<file path="src/rtl/tiny_shader_spi_receiver.sv">
// SPI mode-0 slave front end for the tiny shader: oversamples the SPI pins in the
// system clock domain, turns write transactions into instruction-memory strobes and
// returns a status byte on MISO.
module tiny_shader_spi_receiver #(
  parameter int NUM_INSTR   = 16,
  parameter int SYNC_STAGES = 2
) (
  input  logic                         clk_i,
  input  logic                         rst_i,
  input  logic                         spi_sclk_i,
  input  logic                         spi_mosi_i,
  input  logic                         spi_cs_i,
  output logic                         spi_miso_o,
  input  logic [7:0]                   status_i,
  output logic                         instr_wr_o,
  output logic [$clog2(NUM_INSTR)-1:0] instr_addr_o,
  output logic [7:0]                   instr_data_o,
  output logic                         prog_done_o
);

  localparam int AW = $clog2(NUM_INSTR);

  typedef enum logic [2:0] {IDLE, CMD, WRITE, READ, IGNORE} state_t;

  logic [SYNC_STAGES-1:0] sclk_sync, mosi_sync, cs_sync;
  logic [SYNC_STAGES:0]   vld_sync;
  logic                   sclk_prev, mosi_prev, cs_prev, armed;
  logic                   sclk_rise_q, sclk_fall_q, cs_rise_q, cs_fall_q;

  state_t                 state_q, state_d;
  logic [2:0]             bit_cnt;
  logic [6:0]             rx_shift;
  logic [7:0]             rx_byte;
  logic [7:0]             tx_shift;
  logic [AW-1:0]          ptr;
  logic                   wrote;
  logic                   byte_done, start, enter_write, enter_read, wr_fire;

  // Edge pulses are registered, so FSM actions land one clock after the pulse.
  // armed stays low after reset until CS is seen settled high, so a transfer that
  // was already running when reset released is ignored until CS toggles.
  // NOTE: sequential state uses non-blocking (<=) so every flop samples pre-edge values.
  always_ff @(posedge clk_i or posedge rst_i) begin
    if (rst_i) begin
      sclk_sync   <= '0;
      mosi_sync   <= '0;
      cs_sync     <= '1;
      vld_sync    <= '0;
      sclk_prev   <= 1'b0;
      mosi_prev   <= 1'b0;
      cs_prev     <= 1'b1;
      armed       <= 1'b0;
      sclk_rise_q <= 1'b0;
      sclk_fall_q <= 1'b0;
      cs_rise_q   <= 1'b0;
      cs_fall_q   <= 1'b0;
    end else begin
      sclk_sync   <= {sclk_sync[SYNC_STAGES-2:0], spi_sclk_i};
      mosi_sync   <= {mosi_sync[SYNC_STAGES-2:0], spi_mosi_i};
      cs_sync     <= {cs_sync[SYNC_STAGES-2:0], spi_cs_i};
      vld_sync    <= {vld_sync[SYNC_STAGES-1:0], 1'b1};
      sclk_prev   <= sclk_sync[SYNC_STAGES-1];
      mosi_prev   <= mosi_sync[SYNC_STAGES-1];
      cs_prev     <= cs_sync[SYNC_STAGES-1];
      armed       <= armed | (vld_sync[SYNC_STAGES] & cs_sync[SYNC_STAGES-1] & cs_prev);
      sclk_rise_q <= sclk_sync[SYNC_STAGES-1] & ~sclk_prev;
      sclk_fall_q <= ~sclk_sync[SYNC_STAGES-1] & sclk_prev;
      cs_rise_q   <= cs_sync[SYNC_STAGES-1] & ~cs_prev;
      cs_fall_q   <= armed & ~cs_sync[SYNC_STAGES-1] & cs_prev;
    end
  end

  assign rx_byte   = {rx_shift, mosi_prev};
  assign byte_done = sclk_rise_q && (bit_cnt == 3'd7) && (state_q != IDLE);

  always_ff @(posedge clk_i or posedge rst_i) begin
    if (rst_i) state_q <= IDLE;
    else       state_q <= state_d;
  end

  // NOTE: every always_comb output gets a default first, otherwise a latch is inferred.
  always_comb begin
    state_d     = state_q;
    start       = 1'b0;
    enter_write = 1'b0;
    enter_read  = 1'b0;
    wr_fire     = 1'b0;
    if (cs_rise_q) begin
      state_d = IDLE;
    end else begin
      unique case (state_q)
        IDLE: if (cs_fall_q) begin
          state_d = CMD;
          start   = 1'b1;
        end
        CMD: if (byte_done) begin
          if (rx_byte[7]) begin
            state_d     = WRITE;
            enter_write = 1'b1;
          end else if (rx_byte == 8'h40) begin
            state_d    = READ;
            enter_read = 1'b1;
          end else begin
            state_d = IGNORE;
          end
        end
        WRITE:   wr_fire = byte_done;
        default: ;
      endcase
    end
  end

  always_ff @(posedge clk_i or posedge rst_i) begin
    if (rst_i) begin
      bit_cnt      <= '0;
      rx_shift     <= '0;
      tx_shift     <= '0;
      ptr          <= '0;
      wrote        <= 1'b0;
      instr_wr_o   <= 1'b0;
      instr_addr_o <= '0;
      instr_data_o <= '0;
      prog_done_o  <= 1'b0;
    end else begin
      instr_wr_o  <= wr_fire;
      prog_done_o <= cs_rise_q & wrote;

      if (start) begin
        bit_cnt <= '0;
        wrote   <= 1'b0;
      end else if (sclk_rise_q && state_q != IDLE) begin
        rx_shift <= rx_byte[6:0];
        bit_cnt  <= bit_cnt + 3'd1;
      end

      if (enter_write) ptr <= rx_byte[AW-1:0];

      if (wr_fire) begin
        instr_addr_o <= ptr;
        instr_data_o <= rx_byte;
        ptr          <= ptr + AW'(1);
        wrote        <= 1'b1;
      end else if (cs_rise_q) begin
        wrote <= 1'b0;
      end

      // The fall that closes each byte (bit_cnt back at 0) reloads the status, so
      // the master sees the status MSB first on every byte.
      if (enter_read) begin
        tx_shift <= status_i;
      end else if (state_q == READ && sclk_fall_q) begin
        tx_shift <= (bit_cnt == 3'd0) ? status_i : {tx_shift[6:0], 1'b0};
      end
    end
  end

  assign spi_miso_o = (state_q == READ) & tx_shift[7];

endmodule

</file>
<file path="config.mk">
export PLATFORM = sky130hd
export DESIGN_NAME = tiny_shader_spi_receiver
export DESIGN_NICKNAME = d
export VERILOG_FILES = /design/src/rtl/tiny_shader_spi_receiver.sv
export SDC_FILE = /design/constraint.sdc
export NUM_CORES = 1
export LEC_CHECK = 0
export BUFFER_PORTS_ARGS = -buffer_cell sky130_fd_sc_hd__buf_4
export CAP_MARGIN = 20
export CORE_ASPECT_RATIO = 0.9
export CORE_MARGIN = 4
export CORE_UTILIZATION = 40
export CTS_CLUSTER_DIAMETER = 150
export DETAILED_ROUTE_END_ITERATION = 7
export SLEW_MARGIN = 0
export SYNTH_ARGS = -nofsm -noshare
export SYNTH_HDL_FRONTEND = slang
export SYNTH_SLANG_ARGS = --single-unit
</file>
<file path="constraint.sdc">
create_clock -name clk_i -period 5.3 [get_ports clk_i]
set_clock_uncertainty 0.1 [all_clocks]
set_input_delay 1.06 -clock clk_i [delete_from_list [all_inputs] [get_ports clk_i]]
set_output_delay 1.06 -clock clk_i [all_outputs]
set_load 0.02 [all_outputs]
</file>
==> results.cfg <==
[synth]
synth-seq-cells = 57
syn_area_um2 = 2280
yosys_warnings = 0
synth_area_leaders = dfrtp_1, nand2_1, dfstp_2, a2bb2oi_1, ha_1
synth_top_area_share_pct = 59.2
syn_area_per_cell_um2 = 11.3
synth.distinct_cells = 41
synth_cells = 202
ys_seq_area_share_pct = 62.7
syn-num-nets = 219
synth_area_leader_cell = dfrtp_1

[timing]
hold_viol_final = 0
slew_headroom_pct = 37.9
post-route-min-period_ns = 2.45
finalMaxSlewViolations = 0
timing.hold.ws_ns = 0.250
setup-tns-final_ns = 0
period_share_pct = 46.3
layout_setup_ws_ns = 2.85
tightest_slew_ns = 0.923
fmax_mhz = 408
rsz0062_at_grt = false
setup_viol = 0

[worst_setup_path]
crit_required_ns = 5.41
cp-startpoint = bit_cnt[0]
critPathCapture = ptr[2]
cp_max_fo = 20
reg2regPathDepth = 7
end_kind = flip-flop
crit_arrival_ns = 2.56
reg2reg_slack_ns = 2.85
startpoint_type = flip-flop
crit_type = reg2reg
reg2reg_to = ptr[2]
worstReg2RegStart = bit_cnt[0]

[floorplan]
die_y_um = 79.6
start_util_pct = 42.4
ios = 28
die_x_um = 87.6
core_area_um2 = 5380
rows = 25
die_area_um2 = 6980

[clock_tree]
clock-sinks = 57
clock_path_buffers = 2
h-tree-depth = 3
hold_buffers = 0
numCtsBuffers = 9
cts_setup_buffers = 0
postCtsResizedCells = 0
root_buffer = clkbuf_8
clkLatencyLatePin_ns = 0.33
cts_tree = done
clk_pin_slew_worst_paths_ns = 0.07

[placement]
gp_congestion = 0.764
hpwlAfterDp_um = 2660
place_inst = 291
post-place-ws_ns = 2.87
portBuffers = 27

[routing]
drc = 0
dr.pass1.iters = 4
viasPerCell = 4.98
wl_um = 3990
wl_per_cell_um = 13.0
drt-initial-drc-count = 78
vias = 1530
ant_nets = 0

[power]
peakVddDrop_v = 0.000183
clkPwrFrac_pct = 38.8
pwr-share-comb_pct = 8.2
swShare_pct = 25.6
power_frac_seq_pct = 53.0
power_density_nw_per_um2 = 359
leakage_nw = 1.37
switchingPower_uw = 250
power.internal_uw = 726

[hold_path]
hp-start = mosi_sync[0]
min_path_type = reg2reg

[grt]
track_usage_pct = 13.1
grt_pass1_wl_um = 6960
grt_pass1_vias = 1510
antenna_found_initial = 0
grt_max_degree = 58
overflow = 0

[finish]
fillers = 516
syn_to_final_growth_pct = 19.3
drive_gt1_share_pct = 22.5
fin_cells = 307
final_common_cell = nand2_1
final_cell_mix = nand2_1, dfrtp_1, buf_4
nets = 252
multi_input_area_um2 = 779
antenna_cells = 0
regArea_um2 = 1430
final_core_util_pct = 50.6

[run_status]
status = complete, no violations

[job]
maxCapViolCount = 0
synthesized netlist by cell type, drive strengths merged:
master and number:
nor3b 1, and3 1, and2 2, a22o 2, nand2 66, and4bb 1, and4b 2, or3 1
inv 8, buf 5, o22ai 8, o31ai 2, nor4 1, clkbuf 1, nor2b 3, a21oi 4
o221a 1, dfrtp 54, nand3 3, o211ai 1, nor2 2, o21ai 5, dfstp 3, a31o 1
ha 4, nor4b 2, a31oi 1, a221o 1, a211oi 1, nand3b 3, a2bb2oi 7, conb 1
nand4 2, o31a 1, and2b 1
how the worst min path moves through the flow:
stage / to / slack (ns) / depth (start not counted)
global route: mosi_prev / 0.26 / 0
detailed placement: mosi_sync[1] / 0.24 / 0
finish: mosi_sync[1] / 0.25 / 0
CTS: mosi_sync[1] / 0.25 / 0
global placement: mosi_sync[1] / 0.23 / 0
floorplan: mosi_prev / 0.23 / 0
through the flow:
step	area, um2	power (mW)
2_1_floorplan	2280	0.576
3_3_place_gp	2530	0.604
3_5_place_dp	2530	0.606
4_1_cts	2720	0.992
5_1_grt	2720	1.03
6_report	2720	0.976
logic make-up (layout without fill, tap and decap cells):
family | after synthesis | count (layout) | synth area share (%)
AOI/OAI and AO/OA | 35 | 35 | 11.1
adders and majority gates | 4 | 4 | 2.19
buffers and inverters | 14 | 52 | 3.13
DFF | 57 | 57 | 62.7
other | 1 | 1 | 0.164
and+or+nand+nor | 91 | 91 | 20.7
flip-flops by register name, indices dropped and copies added, names as in the netlist, 3 cells and up:
register,flops
vld_sync,3
instr_addr_o,4
rx_shift,7
tx_shift,8
state_q,3
bit_cnt,3
instr_data_o,8
ptr,4
critical path: stages (launching register included):
cell and delay (ns):
dfrtp_1 0.38, ha_1 0.16, ha_1 0.16, and4bb_4 0.29, nand3b_2 0.32, inv_1 0.47, a21oi_1 0.13, a221o_1 0.31
layout make-up:
cell class	count	area share (%)
clock inverter	5	2.07
multi-input combinational	131	28.6
inverter	8	1.10
sequential	57	52.6
tap	67	3.08
clock buffer	11	4.83
timing repair buffer	28	7.72
power by group through the flow:
stage / clock network (mW) / logic [mW] / registers (mW)
after floorplan: 0 / 0.0632 / 0.513
after global placement: 0 / 0.0804 / 0.524
after detailed placement: 0 / 0.0811 / 0.525
after CTS: 0.394 / 0.0816 / 0.517
after global routing: 0.416 / 0.0920 / 0.522
final: 0.379 / 0.0800 / 0.517
metal layers:
layer / global-route usage, % / up-vias / share of wire (%)
li1: - / 765 / -
met4: 4.14 / 0 / 1.6
met1: 17.7 / 733 / 49
met2: 18.8 / 24 / 44
met3: 5.99 / 8 / 5.1
met5: 0 / - / 0
(Power assumes the default switching activity.)
